### config.mk
export PLATFORM = sky130hd
export DESIGN_NAME = uart_rx_monitor
export DESIGN_NICKNAME = d
export VERILOG_FILES = /design/src/rtl/uart_monitor_pkg.sv /design/src/rtl/uart_mon_fifo.sv /design/src/rtl/uart_rx_monitor.sv
export SDC_FILE = /design/constraint.sdc
export NUM_CORES = 1
export LEC_CHECK = 0
export ABC_CLOCK_PERIOD_IN_PS = 2800
export BUFFER_PORTS_ARGS = -buffer_cell sky130_fd_sc_hd__buf_2
export CORE_ASPECT_RATIO = 0.75
export CORE_MARGIN = 4
export CORE_UTILIZATION = 53
export CTS_BUF_LIST = sky130_fd_sc_hd__clkbuf_2
export CTS_CLUSTER_SIZE = 24
export DETAILED_ROUTE_END_ITERATION = 10
export GPL_TIMING_DRIVEN = 0
export HOLD_SLACK_MARGIN = 0.03
export PLACE_DENSITY = 0.72
export SLEW_MARGIN = 20
export SYNTH_ARGS = -nofsm -noshare
export SYNTH_HDL_FRONTEND = slang
export SYNTH_SLANG_ARGS = --single-unit
### constraint.sdc
create_clock -name clk -period 2.8 [get_ports clk]
set_input_delay 0.56 -clock clk [delete_from_list [all_inputs] [get_ports clk]]
set_output_delay 0.56 -clock clk [all_outputs]
set_load 0.01 [all_outputs]
### src/rtl/uart_monitor_pkg.sv
// Shared types for the UART receive monitor: FSM state encoding, parity
// mode constants, the sticky error-flag bundle and small bit-level helpers.
package uart_monitor_pkg;

    localparam int PARITY_NONE = 0;
    localparam int PARITY_ODD  = 1;
    localparam int PARITY_EVEN = 2;

    typedef enum logic [2:0] {
        ST_IDLE,
        ST_START,
        ST_DATA,
        ST_PARITY,
        ST_STOP
    } rx_state_e;

    typedef struct packed {
        logic exit_seen;
        logic frame_err;
        logic parity_err;
        logic overflow;
    } err_flags_t;

    // Parity bit a well-formed frame carries for data d (zero-extended to 9 bits).
    function automatic logic parity_bit(input logic [8:0] d, input int mode);
        return (mode == PARITY_ODD) ? ~^d : ^d;
    endfunction

    function automatic logic maj3(input logic a, input logic b, input logic c);
        return (a & b) | (a & c) | (b & c);
    endfunction

endpackage

### src/rtl/uart_mon_fifo.sv
// First-word-fall-through receive FIFO with push/pop and full/empty/level status.
// Pointers carry one extra wrap bit so full and empty are distinguishable.
module uart_mon_fifo #(
    parameter int WIDTH = 8,
    parameter int DEPTH = 16
) (
    input  logic                       clk,
    input  logic                       rst_n,
    input  logic                       push_i,
    input  logic [WIDTH-1:0]           wdata_i,
    input  logic                       pop_i,
    output logic [WIDTH-1:0]           rdata_o,
    output logic                       full_o,
    output logic                       empty_o,
    output logic [$clog2(DEPTH):0]     level_o
);

    localparam int AW = $clog2(DEPTH);
    localparam logic [AW:0] PTR_ONE = (AW+1)'(1);

    logic [WIDTH-1:0] mem_q [DEPTH];
    logic [AW:0]      wr_ptr_q, wr_ptr_d;
    logic [AW:0]      rd_ptr_q, rd_ptr_d;
    logic             do_push, do_pop;

    assign empty_o = (wr_ptr_q == rd_ptr_q);
    assign full_o  = (wr_ptr_q[AW] != rd_ptr_q[AW]) && (wr_ptr_q[AW-1:0] == rd_ptr_q[AW-1:0]);
    assign level_o = wr_ptr_q - rd_ptr_q;

    // A pop in the same cycle frees the slot a push into a full FIFO needs.
    assign do_pop  = pop_i && !empty_o;
    assign do_push = push_i && (!full_o || do_pop);

    // Head is forced to zero when empty so reset and idle present a clean bus.
    assign rdata_o = empty_o ? '0 : mem_q[rd_ptr_q[AW-1:0]];

    always_comb begin
        wr_ptr_d = wr_ptr_q;
        rd_ptr_d = rd_ptr_q;
        if (do_push) wr_ptr_d = wr_ptr_q + PTR_ONE;
        if (do_pop)  rd_ptr_d = rd_ptr_q + PTR_ONE;
    end

    always_ff @(posedge clk or negedge rst_n) begin
        if (!rst_n) begin
            wr_ptr_q <= '0;
            rd_ptr_q <= '0;
        end else begin
            wr_ptr_q <= wr_ptr_d;
            rd_ptr_q <= rd_ptr_d;
        end
    end

    always_ff @(posedge clk) begin
        if (do_push) mem_q[wr_ptr_q[AW-1:0]] <= wdata_i;
    end

endmodule

### src/rtl/uart_rx_monitor.sv
// UART receiver feeding a character FIFO, with sticky exit/frame/parity/overflow flags.
// Define UART_RX_MONITOR_MAJORITY_EN for 2-of-3 majority voting around mid-bit.
module uart_rx_monitor
    import uart_monitor_pkg::*;
#(
    parameter int CLKS_PER_BIT = 862,
    parameter int DATA_BITS    = 8,
    parameter int PARITY_MODE  = 0,
    parameter int STOP_BITS    = 1,
    parameter int FIFO_DEPTH   = 16,
    parameter int EXIT_CODE    = 'hFF
) (
    input  logic                          clk,
    input  logic                          rst_n,
    input  logic                          rx_i,
    output logic [DATA_BITS-1:0]          data_o,
    output logic                          valid_o,
    input  logic                          ready_i,
    output logic                          exit_o,
    output logic                          frame_err_o,
    output logic                          parity_err_o,
    output logic                          overflow_o,
    output logic [$clog2(FIFO_DEPTH):0]   level_o,
    input  logic                          clr_i
);

    localparam int CW = $clog2(CLKS_PER_BIT + 1);
    localparam logic [CW-1:0]        CNT_ONE   = CW'(1);
    localparam logic [CW-1:0]        BIT_WAIT  = CW'(CLKS_PER_BIT - 1);
    localparam logic [DATA_BITS-1:0] EXIT_CHAR = DATA_BITS'(EXIT_CODE);
`ifdef UART_RX_MONITOR_MAJORITY_EN
    // One cycle later than plain sampling so the mid+1 sample exists at decision time.
    localparam logic [CW-1:0] START_WAIT = CW'(CLKS_PER_BIT / 2);
`else
    localparam logic [CW-1:0] START_WAIT = CW'(CLKS_PER_BIT / 2 - 1);
`endif

    rx_state_e             state_q, state_d;
    logic [CW-1:0]         cnt_q, cnt_d;
    logic [3:0]            bit_cnt_q, bit_cnt_d;
    logic [DATA_BITS-1:0]  shreg_q, shreg_d;
    logic                  stop_bad_q, stop_bad_d;
    err_flags_t            flags_q, flags_d;
    logic                  rx_s1_q, rx_s2_q, rx_s3_q;
    logic                  bit_s, tick;
    logic                  wr_req, set_frame, set_parity;
    logic                  fifo_full, fifo_empty, pop;

    always_ff @(posedge clk or negedge rst_n) begin
        if (!rst_n) begin
            rx_s1_q <= 1'b1;
            rx_s2_q <= 1'b1;
            rx_s3_q <= 1'b1;
        end else begin
            rx_s1_q <= rx_i;
            rx_s2_q <= rx_s1_q;
            rx_s3_q <= rx_s2_q;
        end
    end

`ifdef UART_RX_MONITOR_MAJORITY_EN
    logic rx_s4_q;
    always_ff @(posedge clk or negedge rst_n) begin
        if (!rst_n) rx_s4_q <= 1'b1;
        else        rx_s4_q <= rx_s3_q;
    end
    assign bit_s = maj3(rx_s2_q, rx_s3_q, rx_s4_q);
`else
    assign bit_s = rx_s2_q;
`endif

    assign tick = (cnt_q == '0);

    always_comb begin
        state_d    = state_q;
        cnt_d      = cnt_q;
        bit_cnt_d  = bit_cnt_q;
        shreg_d    = shreg_q;
        stop_bad_d = stop_bad_q;
        wr_req     = 1'b0;
        set_frame  = 1'b0;
        set_parity = 1'b0;
        unique case (state_q)
            ST_IDLE: begin
                if (rx_s3_q && !rx_s2_q) begin
                    state_d = ST_START;
                    cnt_d   = START_WAIT;
                end
            end
            ST_START: begin
                if (!tick) begin
                    cnt_d = cnt_q - CNT_ONE;
                end else if (bit_s) begin
                    state_d = ST_IDLE;
                end else begin
                    state_d   = ST_DATA;
                    cnt_d     = BIT_WAIT;
                    bit_cnt_d = '0;
                end
            end
            ST_DATA: begin
                if (!tick) begin
                    cnt_d = cnt_q - CNT_ONE;
                end else begin
                    shreg_d = {bit_s, shreg_q[DATA_BITS-1:1]};
                    cnt_d   = BIT_WAIT;
                    if (bit_cnt_q == 4'(DATA_BITS - 1)) begin
                        bit_cnt_d  = '0;
                        stop_bad_d = 1'b0;
                        state_d    = (PARITY_MODE != PARITY_NONE) ? ST_PARITY : ST_STOP;
                    end else begin
                        bit_cnt_d = bit_cnt_q + 4'd1;
                    end
                end
            end
            ST_PARITY: begin
                if (!tick) begin
                    cnt_d = cnt_q - CNT_ONE;
                end else begin
                    cnt_d      = BIT_WAIT;
                    state_d    = ST_STOP;
                    set_parity = (bit_s != parity_bit(9'(shreg_q), PARITY_MODE));
                end
            end
            ST_STOP: begin
                if (!tick) begin
                    cnt_d = cnt_q - CNT_ONE;
                end else begin
                    cnt_d = BIT_WAIT;
                    if (!bit_s) begin
                        set_frame  = 1'b1;
                        stop_bad_d = 1'b1;
                    end
                    // Commit on the last stop sample only if every stop bit was high.
                    if (bit_cnt_q == 4'(STOP_BITS - 1)) begin
                        state_d   = ST_IDLE;
                        bit_cnt_d = '0;
                        wr_req    = bit_s && !stop_bad_q;
                    end else begin
                        bit_cnt_d = bit_cnt_q + 4'd1;
                    end
                end
            end
            default: state_d = ST_IDLE;
        endcase
    end

    assign pop = valid_o && ready_i;

    always_comb begin
        flags_d = clr_i ? '0 : flags_q;
        if (set_frame)                                flags_d.frame_err  = 1'b1;
        if (set_parity)                               flags_d.parity_err = 1'b1;
        if (wr_req && fifo_full && !pop)              flags_d.overflow   = 1'b1;
        if (wr_req && (shreg_q == EXIT_CHAR))         flags_d.exit_seen  = 1'b1;
    end

    always_ff @(posedge clk or negedge rst_n) begin
        if (!rst_n) begin
            state_q    <= ST_IDLE;
            cnt_q      <= '0;
            bit_cnt_q  <= '0;
            shreg_q    <= '0;
            stop_bad_q <= 1'b0;
            flags_q    <= '0;
        end else begin
            state_q    <= state_d;
            cnt_q      <= cnt_d;
            bit_cnt_q  <= bit_cnt_d;
            shreg_q    <= shreg_d;
            stop_bad_q <= stop_bad_d;
            flags_q    <= flags_d;
        end
    end

    uart_mon_fifo #(
        .WIDTH (DATA_BITS),
        .DEPTH (FIFO_DEPTH)
    ) u_fifo (
        .clk     (clk),
        .rst_n   (rst_n),
        .push_i  (wr_req),
        .wdata_i (shreg_q),
        .pop_i   (pop),
        .rdata_o (data_o),
        .full_o  (fifo_full),
        .empty_o (fifo_empty),
        .level_o (level_o)
    );

    assign valid_o      = !fifo_empty;
    assign exit_o       = flags_q.exit_seen;
    assign frame_err_o  = flags_q.frame_err;
    assign parity_err_o = flags_q.parity_err;
    assign overflow_o   = flags_q.overflow;

endmodule
# ---- Yosys cells after proc, flatten, opt, wreduce, memory -nomap -nowiden
# Memories as Yosys holds them, arrays and structs flattened.
# Cells that the tools add are included.
dict set report totals {
  register_bits 43
  latchBits 0
  ram_bits 128
  mem_bits_ro 0
  inputBits 5
  output_inout_bits 18
  word_cells 114
  mem_count 1
}
# name depth word_bits read_ports rd_clocked_by_memory_dff wr line_no
set mem_list {}
lappend mem_list {u_fifo.mem_q 16 8 1 0 1 uart_mon_fifo.sv:21} ;# logic [WIDTH-1:0] mem_q [DEPTH];
dict set report classes {
  add_sub_neg 5
  n_mul 0
  div 0
  n_lt_le_gt_ge 0
  eq_ne 20
  shift 0
  mux 42
  n_bitwise 0
  n_reduce_logical 32
}
# operator n
set op_table {}
lappend op_table {{$mux W10} 4}
lappend op_table {{$pmux W10 S3} 1}
lappend op_table {{$mux W4} 7}
lappend op_table {{$mux W3} 7}
lappend op_table {{$mux W1} 18}
lappend op_table {{$ne A2 B2 Y1 const B} 9}
lappend op_table {{$pmux W3 S5} 1}
lappend op_table {{$pmux W4 S3} 1}
lappend op_table {{$add A5 B1 Y5 const B} 2}
lappend op_table {{$logic_not A10 Y1} 1}
lappend op_table {{$reduce_and A5 Y1} 2}
lappend op_table {{$reduce_bool A2 Y1} 5}
lappend op_table {{$sub A10 B1 Y10 const B} 1}
lappend op_table {{$logic_and A1 B1 Y1} 9}
lappend op_table {{$reduce_xor A9 Y1} 1}
lappend op_table {{$eq A8 B8 Y1 const B} 1}
lappend op_table {{$mux W8} 1}
lappend op_table {{$reduce_and A7 Y1} 1}
lappend op_table {{$eq A3 B2 Y1 const B} 2}
lappend op_table {{$reduce_bool A3 Y1} 2}
lappend op_table {{$eq A5 B5 Y1} 1}
lappend op_table {{$logic_not A1 Y1} 5}
lappend op_table {{$sub A5 B5 Y5} 1}
lappend op_table {{$add A4 B1 Y4 const B} 1}
lappend op_table {{other kinds (14)} 15}

# ---- Depth between registers and ports, before layout
# Gate-level depths: netlist of run 1.
dict set report logic_depth {
  depth_word 8
  depth_mapped 9
  depth_no_buf 7
}

# ---- Cells and area by module
# Synthesis of run 1 repeated with hierarchy kept, for this count alone.
dict set report unflattened {
  cells_unflattened 453
  hier_area_um2 7544.7
}
# module instances cells_each area_each_um2 seq_area_each_um2
set by_module_without_submodules {}
lappend by_module_without_submodules {uart_mon_fifo 1 279 5699.2 4093.9}
lappend by_module_without_submodules {uart_rx_monitor 1 174 1845.5 829.5}

# ---- Least setup slack after synthesis of run 1
# OpenSTA, ideal clock, no wires.
dict set report synth_path {
  kind {reg2reg}
  start {reg u_fifo.rd_ptr_q[3]}
  end {mem u_fifo.mem_q[15][0], enable pin}
  setup_time_ns 0.383
  arrival_ns 2.431
  required_ns 2.417
  slack_ns -0.014
  path_stages_with_launch 7
  path_buffers 1
  synth_period_minus_slack_ns 2.814
  path_cell_list {dfrtp_1 -> inv_2 -> buf_1 -> ha_1 -> and4_1 -> nor3b_2 -> nor4_2}
}
dict set report synth_via {
  elab_chain_len 8
  elab_cells_between_ends 11
  cone_classes {2 x eq/ne; 2 x mux; 7 x reduce/logical}
}
# element line_no
set synth_rtl {}
lappend synth_rtl {{start, declared} uart_mon_fifo.sv:23} ;# logic [AW:0] rd_ptr_q, rd_ptr_d;
lappend synth_rtl {{start signal, assigned} uart_mon_fifo.sv:50} ;# rd_ptr_q <= rd_ptr_d;
lappend synth_rtl {{$eq A5 B5 Y1} uart_mon_fifo.sv:26} ;# assign empty_o = (wr_ptr_q == rd_ptr_q);
lappend synth_rtl {{$logic_not A1 Y1} {uart_mon_fifo.sv:31, uart_rx_monitor.sv:191}}
lappend synth_rtl {{$logic_and A1 B1 Y1} uart_rx_monitor.sv:148} ;# assign pop = valid_o && ready_i;
lappend synth_rtl {{$logic_and A1 B1 Y1} uart_mon_fifo.sv:31} ;# assign do_pop = pop_i && !empty_o;
lappend synth_rtl {{$logic_or A1 B1 Y1 (*)} uart_mon_fifo.sv:32} ;# assign do_push = push_i && (!full_o || do_pop);
lappend synth_rtl {{$logic_and A1 B1 Y1 (*)} uart_mon_fifo.sv:32}
lappend synth_rtl {{$mux W1 (*)} uart_mon_fifo.sv:55} ;# if (do_push) mem_q[wr_ptr_q[AW-1:0]] <= wdata_i;
lappend synth_rtl {{$mux W1 (not written as such) (*)} uart_mon_fifo.sv:55}
lappend synth_rtl {{end, declared} uart_mon_fifo.sv:21}
# Every way passes the cells marked *; elsewhere a longest branch is shown, timed or not.

# ---- Final worst setup path of run 1
dict set report layout_path {
  start {reg u_fifo.rd_ptr_q[0]}
  end {out data_o[0]}
}
dict set report layout_via {
  elab_chain_len 2
  elab_cells_between_ends 3
  cone_classes {1 x eq/ne; 1 x mux; 1 x memory}
}
# element line_no
set layout_rtl {}
lappend layout_rtl {{$mem_v2 Z16 W8 / $eq A5 B5 Y1 (equally long branches)} n/a}
lappend layout_rtl {{$mux W8 (*)} uart_mon_fifo.sv:35} ;# assign rdata_o = empty_o ? '0 : mem_q[rd_ptr_q[AW-1:0]];
lappend layout_rtl {{end, declared} uart_rx_monitor.sv:16} ;# output logic [DATA_BITS-1:0] data_o,
# Marks and branches as above.

==> results of run 1 <==
final timing paths:
kind	to	slack (ps)	cells past startpoint
max	data_o[0]	-320	6
min	overflow_o$_DFFE_PN0P_	220	3
max reg2reg	u_fifo.mem_q[10][2]$_DFFE_PP_	50	9
min reg2reg	bit_s$_DFF_PN1_	370	0
max in group asynchronous	u_fifo.wr_ptr_q[1]$_DFFE_PN0P_	1680	2
min in group asynchronous	parity_err_o$_DFFE_PN0P_	460	2
layout make-up:
| type | instances | area [um^2] | area share |
|---|---|---|---|
| plain buffers | 17 | 188 | 0.0218 |
| clock buffers | 18 | 90.1 | 0.0105 |
| clock inverters | 14 | 124 | 0.0144 |
| inverters | 20 | 85.1 | 0.00989 |
| multi-input cells | 243 | 2650 | 0.308 |
| flip-flops and latches | 171 | 4930 | 0.573 |
| well taps | 175 | 219 | 0.0255 |
| repair buffers | 40 | 319 | 0.0371 |
layer usage:
| metal | track usage | vias up | share of wire |
|---|---|---|---|
| met5 | 0 | - | 0 |
| met4 | 0.0671 | 0 | 0.014 |
| met3 | 0.0556 | 28 | 0.057 |
| met2 | 0.312 | 142 | 0.48 |
| met1 | 0.293 | 2169 | 0.45 |
| li1 | - | 1898 | - |
cell families (layout without fill, tap and decap cells):
| family | count (synthesis) | in the layout | synth area share |
|---|---|---|---|
| compound gates | 62 | 62 | 0.0576 |
| xor+xnor | 17 | 17 | 0.0200 |
| fa+ha+maj | 17 | 17 | 0.0295 |
| buf+inv | 37 | 109 | 0.0207 |
| flops | 171 | 171 | 0.661 |
| mux | 57 | 57 | 0.132 |
| simple gates | 90 | 90 | 0.0798 |
flip-flops by register name, summed over array words and instances, names as in the netlist, 3 cells and up:
register	count
cnt_q	10
bit_cnt_q	4
u_fifo.mem_q	128
u_fifo.wr_ptr_q	5
state_q	3
shreg_q	8
u_fifo.rd_ptr_q	5
synth_stat cells, drive strengths merged, types with 2 or more instances:
cell | instances | area share
a22o | 5 | 0.0059
nor3b | 5 | 0.0057
dfstp | 3 | 0.011
xnor2 | 12 | 0.014
nor4 | 3 | 0.0050
a21oi | 6 | 0.0040
mux4 | 32 | 0.097
dfrtp | 40 | 0.13
o21ai | 15 | 0.010
buf | 11 | 0.0076
nand4 | 2 | 0.0017
nand2 | 16 | 0.0084
clkbuf | 6 | 0.0030
nor2b | 3 | 0.0025
a21o | 4 | 0.0040
nor2 | 12 | 0.0060
inv | 20 | 0.010
nor4b | 3 | 0.0064
or3 | 3 | 0.0025
nor3 | 5 | 0.0049
mux2i | 16 | 0.021
a22oi | 4 | 0.0040
o211ai | 2 | 0.0020
ha | 16 | 0.027
o22ai | 8 | 0.0067
o31ai | 5 | 0.0050
and4 | 2 | 0.0024
or4 | 2 | 0.0020
edfxtp | 128 | 0.52
nand2b | 2 | 0.0017
and3 | 16 | 0.013
and2 | 3 | 0.0025
xor2 | 5 | 0.0059
nand3 | 8 | 0.0060
a221o | 4 | 0.0054
o32ai | 3 | 0.0035
mux2 | 9 | 0.014
repair_timing:
item | in CTS | in global routing
pin swaps | 10 | 3
hold buffers | 3 | 0
setup endpoints to repair | 150 | 57
cloned | 1 | 1
endpoints found under the hold margin | 42 | 0
gates resized for setup | 86 | 17
setup buffers | 11 | 3
power by group:
part / switching [mW] / internal (mW)
Clock: 0.873 / 0.327
Sequential: 0.108 / 2.79
Combinational: 1.19 / 1.22
Total: 2.17 / 4.34
stage by stage:
stage / power [mW] / TNS [ps]
global route: 6.81 / -5480
CTS: 6.36 / -3280
detailed placement: 4.55 / -89720
finish: 6.51 / -3020
global placement: 4.52 / -84780
floorplan: 4.07 / -6.23
worst min-delay path, stage by stage:
cell,delay [ps]
buf_2,100
nor3b_2,100
a22o_1,210
==> results.py, run 1 <==
metrics = {
    "grt": {
        "antenna_found_initial": 0,
        "grt_pass1_wl_um": 24800,
        "grt.overflow.total": 0,
        "grt_usage": 0.205,
        "grt_max_degree": 44,
        "grt_pass1_vias": 4306,
    },
    "synth": {
        "async_flop_share": 0.251,
        "ys_types": 60,
        "synth_edf_count": 128,
        "ys.flop_type": "edfxtp_1",
        "syn_area_um2": 7450,
        "syn-num-nets": 473,
        "netlist_instances": 451,
        "ys_warn_count": 0,
        "syn_area_per_cell_um2": 16.5,
        "ys_seq_area_frac": 0.661,
        "synth-seq-cells": 171,
    },
    "clock_tree": {
        "cts.clk_slew.worst_paths_ps": 250,
        "clk_path_buf_depth": 2,
        "cts_tree": "built",
        "cts_num_sinks": 171,
        "root_buffer": "clkbuf_2",
        "cts_made_buffers": 17,
        "htreeDepth": 4,
        "clk_latency_ps": 760,
    },
    "worst_setup_path": {
        "slowest_delay_ps": 550,
        "crit_required_ps": 2240,
        "crit_start": "u_fifo.rd_ptr_q[0]$_DFFE_PN0P_",
        "critPathTopFamily": "multiplexers",
        "regToRegStartpoint": "u_fifo.rd_ptr_q[1]$_DFFE_PN0P_",
        "crit_type": "reg2out",
        "critPathCaptureType": "output port",
        "cp.arrival_ps": 2560,
        "start_kind": "flop",
        "crit_fanout": 7,
        "cp_cell_sequence": "buf_12, buf_12, mux4_2, mux2i_4, o22ai_2, buf_2",
        "crit_top_cell": "buf_12",
        "path_buf_inv": 3,
        "cp_slowest_cell": "mux4_2",
    },
    "cells_and_area": {
        "final_nets": 532,
        "drive_above_1_share": 0.344,
        "fin_area_um2": 8600,
        "fillers": 958,
        "n_antenna_cell": 0,
        "stdcell_count": 698,
        "final_cell_mix": "edfxtp_1, dfrtp_1, mux4_2",
        "final_common_cell": "edfxtp_1",
        "final_util": 0.626,
        "syn_to_final_growth_pct": 15.4,
    },
    "floorplanning": {
        "dieArea_um2": 16000,
        "row_count": 37,
        "core_um2": 13700,
        "die_w_um": 145,
        "start_util": 0.542,
        "io-pin-count": 23,
        "fp.dieH_um": 111,
    },
    "run": {
        "drv_cap": 0,
    },
    "timing": {
        "clock.fmax_ghz": 0.320,
        "hold_ws_ps": 218,
        "min_period_ps": 3120,
        "worst_pin_slew_ps": 976,
        "maxSlewHeadroom": 0.349,
        "hold_viol": 0,
        "setup_viol_count_final": 13,
        "fin_ws_ps": -321,
        "maxSlewViolCount": 0,
        "post-route-period-util": 1.11,
        "rsz0062_at_grt": "true",
        "fin_worst_skew_ps": 36.2,
    },
    "min_path": {
        "holdCritStartpoint": "ready_i",
        "hold_path_class": "in2reg",
    },
    "place": {
        "place.gp.congestion": 0.810,
        "dp_slack_ps": -798,
        "port_buffers": 22,
        "placedCellCount": 648,
        "dp_hpwl_um": 9880,
        "place_area_um2": 7790,
    },
    "run_status": {
        "violations": "setup timing",
        "outcome": "complete, but fails checks",
    },
    "routing": {
        "firstDrtPassIters": 5,
        "routedWlPerCell_um": 22.7,
        "post_drt_via_cell_ratio": 6.07,
        "drt_wl_total_um": 15800,
        "vias": 4237,
        "drt-initial-drc-count": 483,
        "antenna_left": 0,
        "drc": 0,
    },
    "power_and_ir_drop": {
        "ir_drop_uv": 384,
        "p_leak_nw": 3.19,
        "power.density_nw_per_um2": 757,
    },
}
No activity file was read; power rests on OpenSTA's default activity.
==> inputs of run 2 (changes only) <==
--- a/config.mk
+++ b/config.mk
@@ -16,6 +16,7 @@
 export GPL_TIMING_DRIVEN = 0
 export HOLD_SLACK_MARGIN = 0.03
 export PLACE_DENSITY = 0.72
+export SKIP_CTS_REPAIR_TIMING = 1
 export SLEW_MARGIN = 20
 export SYNTH_ARGS = -nofsm -noshare
 export SYNTH_HDL_FRONTEND = slang
==> run 2 against run 1 <==
  * The flow still finishes with violations (setup timing)
  * Hold slack improved by 8.1 ps
  * Register-to-register slack better by 90 ps
  * Non-clock buffer count increased by 1
  * Core utilization increased by 0.13 points
  * Cell count is 0.14% higher
  * Cell area is 0.20% higher
  * Routed wire length shrank 0.44%
  * Setup slack got worse by 32 ps
  * First-iteration DRC count shrank 2.7%
  * Maximum frequency fell by 1.0%
  * Clock-buffer cell count stayed put
  * Critical endpoint unchanged
  * Largest power group unchanged
==> results.py, run 2 (same netlist as run 1, synthesis figures left out) <==
metrics = {
    "run_status": {
        "outcome": "complete, but fails checks",
        "violations": "setup timing",
    },
    "worst_setup_path": {
        "cp.arrival_ps": 2590,
        "cp_cell_sequence": "xnor2_1, nand2_8, nand2_8, o22ai_2, buf_2",
        "slowest_delay_ps": 810,
        "crit_required_ps": 2240,
        "cp_slowest_cell": "xnor2_1",
        "r2r_end": "u_fifo.mem_q[10][2]$_DFFE_PP_",
        "r2r_slack_ps": 140,
        "reg2reg_depth": 5,
        "crit_type": "reg2out",
        "crit_fanout": 8,
        "crit_start": "u_fifo.wr_ptr_q[4]$_DFFE_PN0P_",
        "regToRegStartpoint": "u_fifo.wr_ptr_q[4]$_DFFE_PN0P_",
        "crit_top_cell": "nand2_8",
        "start_kind": "flop",
        "critPathCaptureType": "output port",
    },
    "routing": {
        "antenna_left": 0,
        "drt-initial-drc-count": 470,
        "post_drt_via_cell_ratio": 6.02,
        "firstDrtPassIters": 5,
        "drt_wl_total_um": 15700,
        "vias": 4209,
        "drc": 0,
        "routedWlPerCell_um": 22.5,
    },
    "floorplanning": {
        "core_um2": 13700,
        "io-pin-count": 23,
        "start_util": 0.542,
        "die_w_um": 145,
        "fp.dieH_um": 111,
        "dieArea_um2": 16000,
        "row_count": 37,
    },
    "power_and_ir_drop": {
        "p_sw_mw": 2.15,
        "finalPower_mw": 6.52,
        "power.density_nw_per_um2": 757,
        "combPwrFrac": 0.370,
        "p_leak_nw": 3.21,
        "p_sw_frac": 0.329,
        "p_seq_frac": 0.447,
        "internal-power_mw": 4.38,
        "clkPwrFrac": 0.182,
        "ir_drop_uv": 308,
    },
    "clock_tree": {
        "root_buffer": "clkbuf_2",
        "clk_latency_ps": 740,
        "clk_path_buf_depth": 2,
        "htreeDepth": 4,
        "cts_num_sinks": 171,
        "cts.clk_slew.worst_paths_ps": 250,
        "cts_tree": "built",
        "cts_made_buffers": 17,
    },
    "cells_and_area": {
        "n_antenna_cell": 0,
        "largest_reg_flops": 128,
        "final_common_cell": "edfxtp_1",
        "syn_to_final_growth_pct": 15.6,
        "stdcell_count": 699,
        "final_nets": 533,
        "final_cell_mix": "edfxtp_1, dfrtp_1, mux4_2",
        "drive_above_1_share": 0.347,
    },
    "timing": {
        "fin_ws_ps": -353,
        "clock.fmax_ghz": 0.317,
        "rsz0062_at_grt": "true",
        "post-route-period-util": 1.13,
        "maxSlewHeadroom": 0.335,
        "setup_viol_count_final": 11,
        "fin_worst_skew_ps": 35.8,
        "worst_pin_slew_ps": 991,
        "min_period_ps": 3150,
        "maxSlewViolCount": 0,
        "hold_viol": 0,
    },
    "run": {
        "drv_cap": 0,
    },
    "place": {
        "dp_hpwl_um": 9880,
        "placedCellCount": 648,
        "place.gp.congestion": 0.810,
        "port_buffers": 22,
    },
    "min_path": {
        "hold_path_class": "in2reg",
        "min_to": "overflow_o$_DFFE_PN0P_",
        "holdCritStartpoint": "ready_i",
        "worstHoldPathCells": 3,
    },
    "grt": {
        "grt.overflow.total": 0,
        "grt_pass1_vias": 4160,
        "grt_pass1_wl_um": 23600,
        "grt_usage": 0.195,
        "antenna_found_initial": 0,
        "grt_max_degree": 44,
    },
}
[run 2: cell count changes in the layout (fill, tap and decap cells not counted), sizes merged]
| cell | before | now |
|---|---|---|
| clkbuf | 23 | 26 |
| clkinv | 8 | 10 |
| buf | 49 | 47 |
| inv | 22 | 20 |
[run 2: layer usage]
layer	global-route usage	wire (um)	share of wire
met5	0	0	0
met4	0.0608	121	0.0077
met3	0.0466	938	0.060
met2	0.296	7560	0.48
met1	0.283	7120	0.45
[run 2: metrics by stage]
stage	hold slack (ps)	setup TNS, ps	cell area, um^2	util	setup WS [ps]
floorplan	264	-6.23	7460	-	-0.0899
global placement	345	-84780	7790	0.567	-717
detailed placement	349	-89720	7790	0.567	-798
CTS	-187	-106520	8000	0.582	-1490
global route	143	-5170	8620	0.627	-508
finish	226	-3210	8620	0.627	-353
[run 2: layout make-up]
cell class / instances / area [um^2]
fill: 954 / 5130
sequential: 171 / 4930
multi-input combinational: 243 / 2630
timing repair buffer: 41 / 353
tap: 175 / 219
buffer: 17 / 186
clock inverter: 14 / 124
inverter: 20 / 92.6
clock buffer: 18 / 90.1
[run 2: power by group through the flow]
stage | logic, mW | registers [mW] | clock network (mW)
floorplan | 1.15 | 2.92 | 0
global placement | 1.58 | 2.94 | 0
detailed placement | 1.60 | 2.95 | 0
CTS | 1.61 | 2.89 | 1.22
global route | 2.57 | 2.93 | 1.34
finish | 2.42 | 2.92 | 1.19
[run 2: how the worst max path moves through the flow]
stage / endpoint / slack (ps) / cells past startpoint
after floorplan: u_fifo.mem_q[10][0]$_DFFE_PP_ / -0.09 / 8
after global placement: u_fifo.mem_q[8][1]$_DFFE_PP_ / -720 / 8
after detailed placement: u_fifo.mem_q[5][4]$_DFFE_PP_ / -800 / 8
after CTS: data_o[7] / -1490 / 8
after global routing: data_o[0] / -510 / 5
final: data_o[0] / -350 / 5
[run 2: worst max-delay path: cells and delay by family (launching register included)]
kind	cells	cell delay, ps
simple gates	2	320
xor+xnor	1	810
flops	1	470
compound gates	1	100
buf+inv	1	150
